**config.mk**
```make
export PLATFORM = sky130hd
export DESIGN_NAME = sqrt_share_arb
export DESIGN_NICKNAME = d
export VERILOG_FILES = /design/src/rtl/sqrt_arb_pkg.sv /design/src/rtl/sqrt_iter.sv /design/src/rtl/sqrt_share_arb.sv
export SDC_FILE = /design/constraint.sdc
export NUM_CORES = 1
export LEC_CHECK = 0
export ABC_AREA = 1
export BUFFER_PORTS_ARGS = -buffer_cell sky130_fd_sc_hd__buf_4
export CAP_MARGIN = 10
export CELL_PAD_IN_SITES_DETAIL_PLACEMENT = 1
export CELL_PAD_IN_SITES_GLOBAL_PLACEMENT = 1
export CORE_MARGIN = 3
export CORE_UTILIZATION = 40
export CTS_CLUSTER_DIAMETER = 40
export CTS_CLUSTER_SIZE = 16
export DETAILED_ROUTE_END_ITERATION = 10
export GPL_TIMING_DRIVEN = 0
export PLACE_DENSITY_LB_ADDON = 0.1
export SYNTH_ARGS = -nofsm -noshare
export SYNTH_HDL_FRONTEND = slang
export SYNTH_SLANG_ARGS = --single-unit
```
**constraint.sdc**
```tcl
create_clock -name clk -period 2.4 [get_ports clk]
set_input_delay 0.24 -clock clk [delete_from_list [all_inputs] [get_ports clk]]
set_output_delay 0.24 -clock clk [all_outputs]
set_load 0.05 [all_outputs]
```
**src/rtl/sqrt_arb_pkg.sv**
```systemverilog
// Shared definitions for the shared square-root scheduler: arbiter states,
// default sizes, root-width derivation and the round-robin pointer advance.
package sqrt_arb_pkg;

   localparam int NREQ_DEF = 2;
   localparam int IN_W_DEF = 28;

   typedef enum logic [1:0] {
      IDLE = 2'd0,
      CALC = 2'd1,
      DONE = 2'd2
   } state_t;

   // The root of an IN_W-bit radicand needs half as many bits.
   function automatic int calc_out_w(input int in_w);
      return in_w / 2;
   endfunction

   // Pointer for the next arbitration round: one past the last owner, wrapping.
   function automatic int rr_next(input int owner, input int nreq);
      return (owner >= nreq - 1) ? 0 : owner + 1;
   endfunction

endpackage

```
**src/rtl/sqrt_iter.sv**
```systemverilog
// Restoring digit-recurrence integer square root, one root bit per cycle.
// A start pulse loads the radicand; OUT_W steps follow. The done pulse is
// asserted during the final step, and root/rem carry that step's results
// (the values the internal registers take at the same edge), so the owner
// can capture the final answer without an extra cycle.
module sqrt_iter
   import sqrt_arb_pkg::*;
#(
   parameter  int IN_W  = IN_W_DEF,
   localparam int OUT_W = calc_out_w(IN_W),
   localparam int REM_W = OUT_W + 2
) (
   input  logic             clk,
   input  logic             reset,
   input  logic             start,
   input  logic [IN_W-1:0]  radicand,
   output logic             done,
   output logic [OUT_W-1:0] root,
   output logic [REM_W-1:0] rem
);

   localparam int CNT_W = $clog2(OUT_W + 1);

   logic [IN_W-1:0]  rad_q;
   logic [OUT_W-1:0] root_q;
   logic [REM_W-1:0] rem_q;
   logic [CNT_W-1:0] cnt_q;
   logic             run_q;

   logic [REM_W-1:0] rem_sh;
   logic [REM_W-1:0] trial;
   logic [REM_W:0]   diff;
   logic [OUT_W-1:0] root_nx;
   logic [REM_W-1:0] rem_nx;

   // One digit step: bring down two radicand bits, try (root<<2)|1.
   always_comb begin
      rem_sh = REM_W'({rem_q, rad_q[IN_W-1 -: 2]});
      trial  = {root_q, 2'b01};
      diff   = {1'b0, rem_sh} - {1'b0, trial};
      if (diff[REM_W]) begin
         rem_nx  = rem_sh;
         root_nx = OUT_W'({root_q, 1'b0});
      end else begin
         rem_nx  = diff[REM_W-1:0];
         root_nx = OUT_W'({root_q, 1'b1});
      end
   end

   assign done = run_q && (cnt_q == '0);
   assign root = root_nx;
   assign rem  = rem_nx;

   // Operand capture on start, then one step per cycle until the counter expires.
   always_ff @(posedge clk or posedge reset) begin
      if (reset) begin
         rad_q  <= '0;
         root_q <= '0;
         rem_q  <= '0;
         cnt_q  <= '0;
         run_q  <= 1'b0;
      end else if (start) begin
         rad_q  <= radicand;
         root_q <= '0;
         rem_q  <= '0;
         cnt_q  <= CNT_W'(OUT_W - 1);
         run_q  <= 1'b1;
      end else if (run_q) begin
         rad_q  <= rad_q << 2;
         root_q <= root_nx;
         rem_q  <= rem_nx;
         cnt_q  <= cnt_q - CNT_W'(1);
         if (cnt_q == '0) begin
            run_q <= 1'b0;
         end
      end
   end

endmodule

```
**src/rtl/sqrt_share_arb.sv**
```systemverilog
// Round-robin scheduler sharing one iterative square-root engine among NREQ
// requesters. Handshakes: a transfer happens on a rising edge where valid and
// ready are both high; valid may not depend on ready, and a response stays
// valid with a stable root until its owner accepts it.
// Optional build macro SQRT_ROUND_EN: round the root to nearest (saturating)
// instead of returning floor(sqrt).
module sqrt_share_arb
   import sqrt_arb_pkg::*;
#(
   parameter  int NREQ  = NREQ_DEF,
   parameter  int IN_W  = IN_W_DEF,
   localparam int OUT_W = calc_out_w(IN_W)
) (
   input  logic                 clk,
   input  logic                 reset,
   input  logic [NREQ-1:0]      req_valid,
   output logic [NREQ-1:0]      req_ready,
   input  logic [NREQ*IN_W-1:0] req_data,
   output logic [NREQ-1:0]      rsp_valid,
   input  logic [NREQ-1:0]      rsp_ready,
   output logic [OUT_W-1:0]     rsp_root,
   output logic                 busy
);

   localparam int PTR_W = (NREQ > 1) ? $clog2(NREQ) : 1;
   localparam int REM_W = OUT_W + 2;

   state_t           state_q, state_d;
   logic [PTR_W-1:0] rr_ptr_q, rr_ptr_d;
   logic [PTR_W-1:0] owner_q, owner_d;
   logic [OUT_W-1:0] root_q, root_d;

   logic [NREQ-1:0]  rv;
   logic [PTR_W-1:0] off;
   logic [PTR_W:0]   sum;
   logic [PTR_W-1:0] grant;
   logic             grant_vld;
   logic [IN_W-1:0]  radicand;
   logic             own_rdy;

   logic             start;
   logic             eng_done;
   logic [OUT_W-1:0] eng_root;
   logic [REM_W-1:0] eng_rem;
   logic [OUT_W-1:0] root_fin;

   // Rotate requests so rr_ptr sits at bit 0, pick the lowest set bit, rotate back.
   always_comb begin
      rv        = NREQ'({req_valid, req_valid} >> rr_ptr_q);
      off       = '0;
      grant_vld = 1'b0;
      for (int k = NREQ - 1; k >= 0; k--) begin
         if (rv[k]) begin
            off       = PTR_W'(k);
            grant_vld = 1'b1;
         end
      end
      sum = {1'b0, rr_ptr_q} + {1'b0, off};
      if (sum >= (PTR_W + 1)'(NREQ)) begin
         sum = sum - (PTR_W + 1)'(NREQ);
      end
      grant = sum[PTR_W-1:0];
   end

   // Select the granted requester's radicand.
   always_comb begin
      radicand = '0;
      for (int k = 0; k < NREQ; k++) begin
         if (grant == PTR_W'(k)) begin
            radicand = req_data[k*IN_W +: IN_W];
         end
      end
   end

   // Per-requester handshake vectors; non-owner rsp_ready bits are masked off.
   always_comb begin
      req_ready = '0;
      rsp_valid = '0;
      for (int k = 0; k < NREQ; k++) begin
         req_ready[k] = (state_q == IDLE) && grant_vld && (grant == PTR_W'(k));
         rsp_valid[k] = (state_q == DONE) && (owner_q == PTR_W'(k));
      end
      own_rdy = |(rsp_valid & rsp_ready);
   end

`ifdef SQRT_ROUND_EN
   // Round to nearest: bump the root when the final remainder exceeds it.
   always_comb begin
      if ((eng_rem > REM_W'(eng_root)) && (eng_root != '1)) begin
         root_fin = eng_root + OUT_W'(1);
      end else begin
         root_fin = eng_root;
      end
   end
`else
   // Floor result; the remainder is only needed for rounding.
   logic unused_rem;
   assign root_fin   = eng_root;
   assign unused_rem = ^eng_rem;
`endif

   // Arbiter next-state: accept in IDLE, wait for the engine, hold the result.
   always_comb begin
      state_d  = state_q;
      owner_d  = owner_q;
      rr_ptr_d = rr_ptr_q;
      root_d   = root_q;
      start    = 1'b0;
      case (state_q)
         IDLE: begin
            if (grant_vld) begin
               start   = 1'b1;
               owner_d = grant;
               state_d = CALC;
            end
         end
         CALC: begin
            if (eng_done) begin
               root_d  = root_fin;
               state_d = DONE;
            end
         end
         DONE: begin
            if (own_rdy) begin
               rr_ptr_d = PTR_W'(rr_next(int'(owner_q), NREQ));
               state_d  = IDLE;
            end
         end
         default: state_d = IDLE;
      endcase
   end

   // Arbiter registers; reset aborts any operation without a response.
   always_ff @(posedge clk or posedge reset) begin
      if (reset) begin
         state_q  <= IDLE;
         rr_ptr_q <= '0;
         owner_q  <= '0;
         root_q   <= '0;
      end else begin
         state_q  <= state_d;
         rr_ptr_q <= rr_ptr_d;
         owner_q  <= owner_d;
         root_q   <= root_d;
      end
   end

   assign rsp_root = root_q;
   assign busy     = (state_q != IDLE);

   sqrt_iter #(
      .IN_W (IN_W)
   ) u_iter (
      .clk      (clk),
      .reset    (reset),
      .start    (start),
      .radicand (radicand),
      .done     (eng_done),
      .root     (eng_root),
      .rem      (eng_rem)
   );

endmodule

```
# Word-level counts from Yosys, hierarchy flattened
# Cells that the tools add are included.
[op_classes] muxes=25 reduce_logical=15 n_addsub=5 eq_ne=5 magnitude_cmp=2 shifts=1 bitwise=3
[ops] op="$mux 28" n=3
[ops] op="$mux 14" n=5
[ops] op="$sub 16x16->17" n=1
[ops] op="$mux 1" n=11
[ops] op="$mux 4" n=2
[ops] op="$logic_and 1x1->1" n=6
[ops] op="$mux 2" n=3
[ops] op="$ne 2x2->1 const B" n=3
[ops] op="$pmux 2 s3" n=1
[ops] op="$reduce_and 2->1" n=3
[ops] op="$logic_not 4->1" n=1
[ops] op="$reduce_bool 2->1" n=2
[ops] op="$shr 4x1->2" n=1
[ops] op="$sub 4x1->4 const B" n=1
[ops] op="$reduce_and 3->1" n=1
[ops] op="$add 1x1->2" n=1
[ops] op="$and 2x2->2" n=1
[ops] op="$eq 2x1->1 const B" n=1
[ops] op="$eq 2x2->1 const B" n=1
[ops] op="$ge 2x2->1 const B" n=1
[ops] op="$logic_not 2->1" n=1
[ops] op="$not 1->1" n=2
[ops] op="$reduce_or 2->1" n=1
[ops] op="$add 1x1->1 const B" n=1
[ops] op="other kinds (2)" n=2
[word_totals] out_inout_bits=19 elab_cells=65 input_bits=62 regBits=79

# Depth between registers and ports, before layout
# Gate-level depths: netlist of the first run.
[depth] ltp_word=8 ltp_mapped=13 depth_no_buf=13

# Cells and area by module
# A second synthesis of the first run with hierarchy kept.
[unflattened] hier_cells=688 hier_area_um2=4977.3
[modules_own_cells] mod="sqrt_iter" area_per_inst_um2=3747.3 seq_area_each_um2=1526.5 instances=1 cells_per_inst=498
[modules_own_cells] mod="sqrt_share_arb" area_per_inst_um2=1229.9 seq_area_each_um2=450.4 instances=1 cells_per_inst=190

# Worst setup path before layout of the first run
# OpenSTA, ideal clock, no wires.
[synth_path] kind="flip-flop to flip-flop" startpoint="reg state_q[0]" endpoint="reg u_iter.rad_q[3]" setup_ps=88 synth_period_minus_slack_ps=1914 slack_ps=486 arrival_ps=1826 required_time_ps=2312 path_stages_with_launch=7 n_path_buf=1 cell_sequence="dfrtp_1 inv_2 nand2_2 nor2_1 clkbuf_1 nand2_1 a41oi_1"
[synth_between] elab_chain_cells=3 word_cells_on_any_way=4 classes_between="mux (2); reduce/logical (2)"
[synth_rtl] item="start: declaration" line="sqrt_share_arb.sv:28" rtl="state_t state_q, state_d;"
[synth_rtl] item="start signal: assignment" line="sqrt_share_arb.sv:141" rtl="state_q <= state_d;"
[synth_rtl] item="$logic_not 2->1 *" line="sqrt_share_arb.sv:109" rtl="case (state_q)"
[synth_rtl] item="$mux 1 *" line="sqrt_share_arb.sv:109"
[synth_rtl] item="$mux 28 or $reduce_bool 2->1 (tied branches)"
[synth_rtl] item="end signal: assignment" line="sqrt_iter.sv:63" rtl="rad_q <= radicand;"
[synth_rtl] item="end signal: assignment" line="sqrt_iter.sv:69" rtl="rad_q <= rad_q << 2;"
[synth_rtl] item="end: declaration" line="sqrt_iter.sv:24" rtl="logic [IN_W-1:0] rad_q;"
# Every way passes the cells marked *; elsewhere a longest branch is shown, timed or not.
# A chain may end at the register's enable or synchronous reset.

# Final worst setup path of the first run
[layout_path] startpoint="reg u_iter.root_q[7]" endpoint="reg u_iter.rem_q[13]"
[layout_between] elab_chain_cells=4
[layout_rtl] item="start: declaration" line="sqrt_iter.sv:25" rtl="logic [OUT_W-1:0] root_q;"
[layout_rtl] item="start signal: assignment" line="sqrt_iter.sv:70" rtl="root_q <= root_nx;"
[layout_rtl] item="$sub 16x16->17" line="sqrt_iter.sv:40" rtl="diff = {1'b0, rem_sh} - {1'b0, trial};"
[layout_rtl] item="$mux 14" line="sqrt_iter.sv:41" rtl="if (diff[REM_W]) begin"
[layout_rtl] item="$mux 14" line="sqrt_iter.sv:68" rtl="end else if (run_q) begin"
[layout_rtl] item="$mux 14" line="sqrt_iter.sv:62" rtl="end else if (start) begin"
[layout_rtl] item="end signal: assignment" line="sqrt_iter.sv:71" rtl="rem_q <= rem_nx;"
[layout_rtl] item="end: declaration" line="sqrt_iter.sv:26" rtl="logic [REM_W-1:0] rem_q;"
# No other way between the ends. The select of a mux whose other input is x is not followed.

==> results.cfg, run 1 <==
[routing]
ant_nets = 0
drtPass1Iterations = 4
viasPerCell = 5.24
wirelength_mm = 14.1
dr_total_vias = 4463
avgRoutedWirePerCell_um = 16.6
drc = 0
drt_iter0_drc = 173

[synthesis]
synth.largest_area_cell = dfrtp_1
synth-xor-area-share_pct = 0.761
syn-mean-instance-area_um2 = 7.51
synthMuxAreaShare_pct = 0
synth_cells = 613
yosysTopAreaCellShare_pct = 42.9
yosysSeqAreaShare_pct = 42.9
synth_edf_count = 0
syn-num-nets = 692
netlist_area_um2 = 4600
yosys.area_share.simple_pct = 30.3
async_flop_share_pct = 100
ys_seq_elements = 79
synth_compound_area_share_pct = 11.7
synth_cell_type_count = 35
synthFlopType = dfrtp_1
synth_fa_ha_area_share_pct = 4.62
yosys_warnings = 0
yosys-top-cells-area = dfrtp_1, nand2_1, inv_1
synth_top_family_by_area = simple AND/OR/NAND/NOR gates

[timing]
final.period_utilization_pct = 91.8
worst_clock_skew_ns = 0.00726
final_hold_viol_count = 0
slew_headroom_pct = 57.4
drv_slew = 0
max_freq_mhz = 454
finalSetupViolCount = 0
fin_crit_ns = 2.20
fin_ws_ns = 0.197
rsz0062_at_grt = no
tightest_slew_ns = 0.639

[worst_setup_path]
cp.arrival_ns = 2.44
critPathMaxFanout = 10
cp-end-kind = register
startpoint_type = register
crit_type = reg2reg
crit_required_ns = 2.63

[cts]
clock_latency_ns = 0.34
cts.sinks = 79
htreeDepth = 3
path_clk_slew_ns = 0.06
post_cts_buffers = 0
cts_buffers = 9
clock_path_buffers = 2
cts_root_buf = clkbuf_16
cts_tree = built

[die]
dieWidth_um = 113
die_area_um2 = 12800
dieHeight_um = 113
row_count = 38
initial_core_util_pct = 41.7
io_pins = 81
core_area_um2 = 11000

[power_and_ir_drop]
irDropWorstVdd_mv = 0.800
power_density_nw_per_um2 = 1710
p_leak_uw = 0.00300
fin_total_pwr_uw = 9800

[min_path]
hp-class = in2reg

[final_layout]
utilization_pct = 51.8
antenna_cells = 0
syn_to_final_growth_pct = 24.2
layout.nets = 785
drive_above_1_share_pct = 19.3

[grt]
grt_overflow = 0
grt_pass1_vias = 4864
grt_max_degree = 53
grt_usage_pct = 22.9
antenna_found_initial = 0
grt_pass1_wl_mm = 23.7

[outcome]
status = complete, no violations

[placement]
place_ws_ns = 0.232
portBuffers = 80
dp_hpwl_mm = 10.8
gp_congestion = 0.826

[flow_run]
cap_violations = 0
layout by cell type (no fill, tap or decap), drive strengths merged:
cell         netlist  layout
bufinv             0       1
xor2               1       1
ha                17      17
nor2              32      32
inv               85      85
xnor2              3       3
a22oi              7       7
a41oi              9       9
nand4              6       6
clkbuf            11      22
o21ai             48      48
o22ai             14      14
dfrtp             79      79
nand2            222     222
nand3b             3       3
a21oi             11      11
clkinv             0       1
and2               3       3
clkinvlp           0       3
nor3               2       2
buf               12      93
dlygate4sd3        0       1
nand3             47      47
a31oi              1       1
final timing paths:
| path | startpoint | to | slack [ns] | cells past startpoint |
|---|---|---|---|---|
| worst min-delay path | req_data[28] | u_iter.rad_q[0] | 0.12 | 3 |
| worst min register to register | u_iter.rad_q[16] | u_iter.rad_q[16] | 0.49 | 2 |
| worst max register to register | u_iter.root_q[7] | u_iter.rem_q[13] | 0.20 | 12 |
| max in group asynchronous | reset | u_iter.rad_q[24] | 1.36 | 4 |
| worst max-delay path | u_iter.root_q[7] | u_iter.rem_q[13] | 0.20 | 12 |
| min in group asynchronous | reset | rr_ptr_q | 0.45 | 3 |
Yosys cell counts (2+ instances only):
cell type,number
clkbuf_1,11
a21oi_1,9
and2_1,2
ha_1,17
o22ai_1,14
dfrtp_1,79
nand3_2,8
inv_1,80
nor2_2,2
nand2_1,216
a41oi_1,9
buf_4,3
nand4_1,6
o21ai_1,8
nor2_1,29
o21ai_0,39
nand3b_1,3
nand2_2,3
nand3_1,39
buf_2,8
a22oi_1,7
nand2_8,2
inv_2,5
xnor2_1,3
final cells by class:
| class | count | area, µm² |
|---|---|---|
| Sequential cell | 79 | 1980 |
| Timing Repair Buffer | 82 | 638 |
| Clock inverter | 5 | 57.6 |
| Clock buffer | 11 | 243 |
| Buffer | 23 | 124 |
| Tap cell | 140 | 175 |
| Multi-Input combinational cell | 426 | 2180 |
| Inverter | 85 | 322 |
| Fill cell | 1405 | 5310 |
power breakdown:
part / total [µW] / switching (µW) / internal [µW]
registers: 2340 / 353 / 1980
clock network: 1370 / 534 / 832
logic: 6100 / 3990 / 2110
total: 9800 / 4870 / 4920
layer usage:
| layer | vias up | wire (µm) | global-route usage [%] |
|---|---|---|---|
| met5 | - | 0 | 0 |
| met4 | 0 | 333 | 7.93 |
| met1 | 2207 | 6460 | 30.0 |
| li1 | 2149 | - | - |
| met3 | 26 | 420 | 3.85 |
| met2 | 81 | 6900 | 38.5 |
sequential cells by signal, summed over array words and instances (netlist names):
signal and cells:
u_iter.rem_q 14, state_q 2, u_iter.run_q 1, rr_ptr_q 1, rsp_root 14, u_iter.rad_q 28, u_iter.cnt_q 4, u_iter.root_q 14
owner_q 1
per-stage QoR:
stage | cells | TNS [ns] | instance area [µm²] | hold slack [ns]
after floorplan | 613 | 0 | 4600 | 0.368
after global placement | 833 | -74.99 | 5380 | 0.459
after detailed placement | 834 | 0 | 5410 | 0.261
after CTS | 851 | 0 | 5720 | 0.110
after global routing | 851 | 0 | 5720 | 0.132
final | 851 | 0 | 5720 | 0.122
critical path, cell delays in order, from the launching register on:
cell	delay (ns)
dfrtp_1	0.37
inv_1	0.14
ha_1	0.32
nand2_1	0.10
nand2_1	0.07
nand2_1	0.06
nand2_1	0.09
a21oi_4	0.44
nand2_8	0.13
nand2_1	0.18
nand2_1	0.09
nand2_1	0.07
nand2_1	0.04
cells by family after synthesis:
| kind of cell | count (synthesis) |
|---|---|
| AO/OA/AOI/OAI | 90 |
| XOR/XNOR | 4 |
| adder cells (fa/ha/maj) | 17 |
| buffers and inverters | 108 |
| flip-flops | 79 |
| AND/OR/NAND/NOR | 315 |
what timing repair did:
item,CTS,global route
setup endpoints to repair,0,0
endpoints found under the hold margin,27,0
gates resized for setup,0,0
hold buffers,1,0
Power figures use the tool's default switching activity.
==> inputs of run 2 (changes only) <==
--- a/config.mk
+++ b/config.mk
@@ -10,8 +10,8 @@
 export CAP_MARGIN = 10
 export CELL_PAD_IN_SITES_DETAIL_PLACEMENT = 1
 export CELL_PAD_IN_SITES_GLOBAL_PLACEMENT = 1
-export CORE_MARGIN = 3
-export CORE_UTILIZATION = 40
+export CORE_MARGIN = 1.5
+export CORE_UTILIZATION = 37
 export CTS_CLUSTER_DIAMETER = 40
 export CTS_CLUSTER_SIZE = 16
 export DETAILED_ROUTE_END_ITERATION = 10
==> constraint.sdc (replaced) <==
create_clock -name clk -period 1.8 [get_ports clk]
set_input_delay 0.18 -clock clk [delete_from_list [all_inputs] [get_ports clk]]
set_output_delay 0.18 -clock clk [all_outputs]
set_load 0.05 [all_outputs]
==> run 2 against run 1 <==
Compared with the run above:
- final area up 16%
- first-iteration DRC count up 10%
- setup slack worse by 0.24 ns
- critical path type unchanged
- critical path depth down 1
- the run now ends with setup timing left
- critical endpoint is now u_iter.rem_q[10]
==> results.cfg, run 2 (synthesis results as in run 1) <==
[cts]
cts_root_buf = clkbuf_16
clock_path_buffers = 2
cts_buffers = 9
path_clk_slew_ns = 0.06
htreeDepth = 3
cts.sinks = 79
clock_latency_ns = 0.34
cts_tree = built

[worst_setup_path]
cp.arrival_ns = 2.08
r2r_setup_slack_ns = -0.05
crit_required_ns = 2.03
crit_family = simple AND/OR/NAND/NOR gates
cp_slowest_cell = dfrtp_1
path_depth = 11
crit_type = reg2reg
path_cells = ha_4 -> buf_4 -> nand2_2 -> nor2_2 -> and2_4 -> nand2_8 -> nand2_8 -> buf_16 -> nand3_2 -> nand2_2 -> nand2_1
cp_slowest_stage_delay_ns = 0.42
ff2ff_path_depth = 11
crit_buf_inv = 2
critPathMaxFanout = 5
startpoint_type = register
cp-end-kind = register
reg2reg_from = u_iter.rem_q[7]
r2r-end = u_iter.rem_q[10]

[final_layout]
fill_cells = 1505
layout.nets = 835
largest_reg_flops = 28
mostFrequentLayoutCells = nand2_1, buf_4, dfrtp_1
regMostFlops = u_iter.rad_q
drive_above_1_share_pct = 34.2
antenna_cells = 0
syn_to_final_growth_pct = 43.5
mostFrequentLayoutCell = nand2_1
fin_area_um2 = 6610

[power_and_ir_drop]
power_density_nw_per_um2 = 2410
power_frac_clock_pct = 12.2
p_seq_share_pct = 20.0
irDropWorstVdd_mv = 1.09
swShare_pct = 47.5
p_int_uw = 8370
p_leak_uw = 0.00334
power_frac_comb_pct = 67.8
fin_total_pwr_uw = 15900
p_sw_uw = 7580

[die]
core_area_um2 = 12100
die_area_um2 = 13100
initial_core_util_pct = 38.2
row_count = 40
io_pins = 81
dieWidth_um = 115
dieHeight_um = 115

[timing]
tightest_slew_ns = 0.625
max_freq_mhz = 541
fin_ws_ns = -0.0475
finalSetupViolCount = 13
final.period_utilization_pct = 103
worst_clock_skew_ns = 0.00529
final_hold_viol_count = 0
fin_hold_ws_ns = 0.0536
fin_crit_ns = 1.85
drv_slew = 0
rsz0062_at_grt = yes
slew_headroom_pct = 58.3

[grt]
grt_overflow = 0
antenna_found_initial = 0
grt_usage_pct = 24.5
grt_pass1_vias = 4853
grt_pass1_wl_mm = 24.7
grt_max_degree = 39

[routing]
drtPass1Iterations = 4
avgRoutedWirePerCell_um = 16.8
drc = 0
drt_iter0_drc = 191
dr_total_vias = 4641
viasPerCell = 5.00
wirelength_mm = 15.6
ant_nets = 0

[min_path]
hp-class = in2reg
hp-start = req_data[29]
hold_path_end = u_iter.rad_q[1]
holdPathStages = 3

[placement]
gp_congestion = 0.844
portBuffers = 80
dpl_cell_area_um2 = 5460
place_ws_ns = -0.348
dp_hpwl_mm = 10.9

[outcome]
status = finished with violations
violations = setup timing

[flow_run]
cap_violations = 0
-- run 2: power by group through the flow --
stage                     logic, µW  clock network [µW]  registers, µW
after global routing          11900                2060           3280
after detailed placement       8120                   0           3130
after CTS                     10000                1980           3160
after floorplan                5580                   0           3460
after global placement         7830                   0           3090
final                         10800                1940           3190
-- run 2: worst max path at each step --
stage | start | end | slack [ns]
after floorplan | u_iter.rem_q[10] | u_iter.rem_q[3] | 0.05
after global placement | u_iter.root_q[7] | u_iter.rem_q[13] | -0.31
after detailed placement | u_iter.root_q[7] | u_iter.rem_q[13] | -0.35
after CTS | u_iter.rem_q[12] | u_iter.rem_q[13] | -0.02
after global routing | u_iter.rem_q[0] | u_iter.rem_q[10] | -0.15
final | u_iter.rem_q[7] | u_iter.rem_q[10] | -0.05
-- run 2: final cells by class --
| cell class | count | area [µm²] | area share (%) |
|---|---|---|---|
| sequential | 79 | 1980 | 30.0 |
| timing repair inverter | 1 | 7.51 | 0.114 |
| buffer | 23 | 169 | 2.56 |
| inverter | 85 | 325 | 4.92 |
| clock inverter | 4 | 70.1 | 1.06 |
| clock buffer | 11 | 243 | 3.67 |
| tap | 168 | 210 | 3.18 |
| timing repair buffer | 131 | 1070 | 16.1 |
| multi-input combinational | 426 | 2540 | 38.4 |
-- run 2: routing by layer --
metal  up-vias  routed length [µm]  GRT usage (%)
met4         0                 235           7.08
met1      2293                7030           32.7
li1       2246                   -              -
met5         -                   0              0
met2        81                7920           40.9
met3        21                 425           4.29
-- run 2: what timing repair did --
action,in CTS,in global routing
pin swaps,24,12
hold buffers,1,0
endpoints found under the setup margin,32,62
resized for setup,73,52
setup buffers,36,12
cloned,1,1
endpoints found under the hold margin,9,0
-- run 2: per-stage QoR --
step	utilization, %	TNS, ns	std cells
after floorplan	-	0	613
after global placement	44.9	-4.18	861
after detailed placement	45.3	-5.62	863
after CTS	52.9	-0.0724	915
after global routing	54.8	-1.96	928
final	54.8	-0.254	928
-- run 2: tightest hold or removal path: cells and delay by family --
family | cells | cell delay [ns]
buffers and inverters | 1 | 0.08
AOI/OAI and AO/OA | 1 | 0.05
and+or+nand+nor | 1 | 0.05
==> inputs of run 3 (changes only) <==
--- a/config.mk
+++ b/config.mk
@@ -15,7 +15,7 @@
 export CTS_CLUSTER_DIAMETER = 40
 export CTS_CLUSTER_SIZE = 16
 export DETAILED_ROUTE_END_ITERATION = 10
-export GPL_TIMING_DRIVEN = 0
+export GPL_TIMING_DRIVEN = 1
 export PLACE_DENSITY_LB_ADDON = 0.1
 export SYNTH_ARGS = -nofsm -noshare
 export SYNTH_HDL_FRONTEND = slang
==> constraint.sdc (replaced) <==
create_clock -name clk -period 1.8 [get_ports clk]
set_input_delay 0.18 -clock clk [delete_from_list [all_inputs] [get_ports clk]]
set_output_delay 0.18 -clock clk [all_outputs]
set_load 0.01 [all_outputs]
==> run 3 against run 2 <==
Compared with the run above:
- the run still ends with setup timing left
- sequential power barely moved
- clock-buffer cell count is 1 lower
- critical path depth decreased by 1
- first-iteration DRC count increased by 14%
- sequential share of layout area is 0.11 points higher
- final area fell by 0.42%
==> results.cfg, run 3 (synthesis results as in run 1) <==
[cts]
clock_path_buffers = 2
clock_latency_ns = 0.35
cts_root_buf = clkbuf_16
path_clk_slew_ns = 0.06
cts.sinks = 79
cts_buffers = 9
htreeDepth = 3
cts_tree = built

[grt]
use_met1_pct = 29.6
antenna_found_initial = 0
grt_pass1_vias = 5072
grt_max_degree = 33
top_usage_layer = met2
grt_pass1_wl_mm = 25.3
grt_use_met3_pct = 5.72
grt_usage_pct = 25.1
grt_overflow = 0
use_met2_pct = 46.1

[routing]
dr_total_vias = 4648
viasPerCell = 4.98
wirelength_mm = 15.7
drt_iter0_drc = 218
drc = 0
ant_nets = 0
avgRoutedWirePerCell_um = 16.8
drtPass1Iterations = 4

[timing]
slew_headroom_pct = 54.1
finalSetupTns_ns = -0.0261
finalSetupViolCount = 4
fin_crit_ns = 1.81
worst_clock_skew_ns = 0.00881
fin_hold_ws_ns = 0.0496
final_hold_viol_count = 0
max_freq_mhz = 553
tightest_slew_ns = 0.687
drv_slew = 0
fin_ws_ns = -0.00843
rsz0062_at_grt = yes
final.period_utilization_pct = 100

[die]
initial_core_util_pct = 38.2
core_area_um2 = 12100
dieWidth_um = 115
die_area_um2 = 13100
row_count = 40
io_pins = 81
dieHeight_um = 115

[final_layout]
regMostFlops = u_iter.rad_q
syn_to_final_growth_pct = 42.9
fin_cells = 934
antenna_cells = 0
mostFrequentLayoutCell = nand2_1
largest_reg_flops = 28
mostFrequentLayoutCells = nand2_1, buf_4, dfrtp_1
drive_above_1_share_pct = 32.9
layout.nets = 840

[worst_setup_path]
crit_type = reg2reg
startpoint_type = register
cp_slowest_cell = dfrtp_2
crit_buf_inv = 1
cp-end-kind = register
path_cells = ha_1 -> nand2_1 -> nor2_2 -> and2_4 -> nand2_8 -> nand2_8 -> buf_6 -> nand3_2 -> nand2_2 -> nand2_2
cp_slowest_stage_delay_ns = 0.44
crit_family = simple AND/OR/NAND/NOR gates
cp.arrival_ns = 2.05
critPathMaxFanout = 7
crit_required_ns = 2.04

[placement]
placed_cells_incl_taps = 905
gp_congestion = 0.884
dp_hpwl_mm = 11.2
portBuffers = 80

[power_and_ir_drop]
p_leak_uw = 0.00334
power_density_nw_per_um2 = 2320
irDropWorstVdd_mv = 1.24

[min_path]
hp-class = in2reg

[flow_run]
cap_violations = 0

[outcome]
status = finished with violations
violations = setup timing
==> run 3: cell type report <==
cell class | instances | area, µm²
clock buffers | 10 | 239
well taps | 168 | 210
clock inverters | 6 | 60.1
multi-input cells | 427 | 2440
repair buffers | 159 | 1310
inverters | 85 | 337
fillers | 1465 | 5480
flip-flops and latches | 79 | 1980
==> run 3: tightest hold or removal path: stages <==
cell     delay (ns)
buf_4          0.08
a22oi_1        0.05
nand2_1        0.05
==> run 3: timing repair <==
item	4_1_cts	5_1_grt
resized for setup	29	32
pin swaps	9	11
buffers inserted	3	9
setup endpoints to repair	16	30
hold buffers	1	0
endpoints found under the hold margin	22	0
cloned	2	0
==> run 3: metrics by stage <==
stage	area [µm²]	total power (µW)	util, %	setup WS, ns
after detailed placement	5850	12000	48.5	-0.131
after global placement	5850	11600	48.5	-0.0800
after CTS	6390	14700	53.0	-0.0140
after floorplan	4610	8580	-	0.0529
after global routing	6580	16600	54.6	-0.0904
final	6580	15300	54.6	-0.00843
==> run 3: path summary, 6_finish.rpt <==
path                                 start          endpoint  slack (ns)  cells after the start
max                        u_iter.rem_q[6]  u_iter.rem_q[13]      -0.008                     10
min                           req_data[28]   u_iter.rad_q[0]        0.05                      3
max reg2reg                u_iter.rem_q[6]  u_iter.rem_q[13]      -0.008                     10
min reg2reg                u_iter.rad_q[2]   u_iter.rad_q[2]        0.48                      2
max in group asynchronous            reset      rsp_root[12]        0.70                      4
min in group asynchronous            reset   u_iter.rad_q[1]        0.50                      3
==> run 3: layer usage <==
layer	vias up	part of all wire [%]	routed length [µm]
met4	0	0.84	132
met2	74	54	8410
met5	-	0	0
met1	2302	42	6660
met3	13	3.2	495
li1	2259	-	-
==> run 3: where the power goes <==
| group | switching (µW) | total [µW] | internal (µW) | leakage, µW |
|---|---|---|---|---|
| clock | 774 | 1880 | 1100 | 0.000144 |
| combinational | 5750 | 10200 | 4460 | 0.00221 |
| sequential | 528 | 3170 | 2650 | 0.000993 |
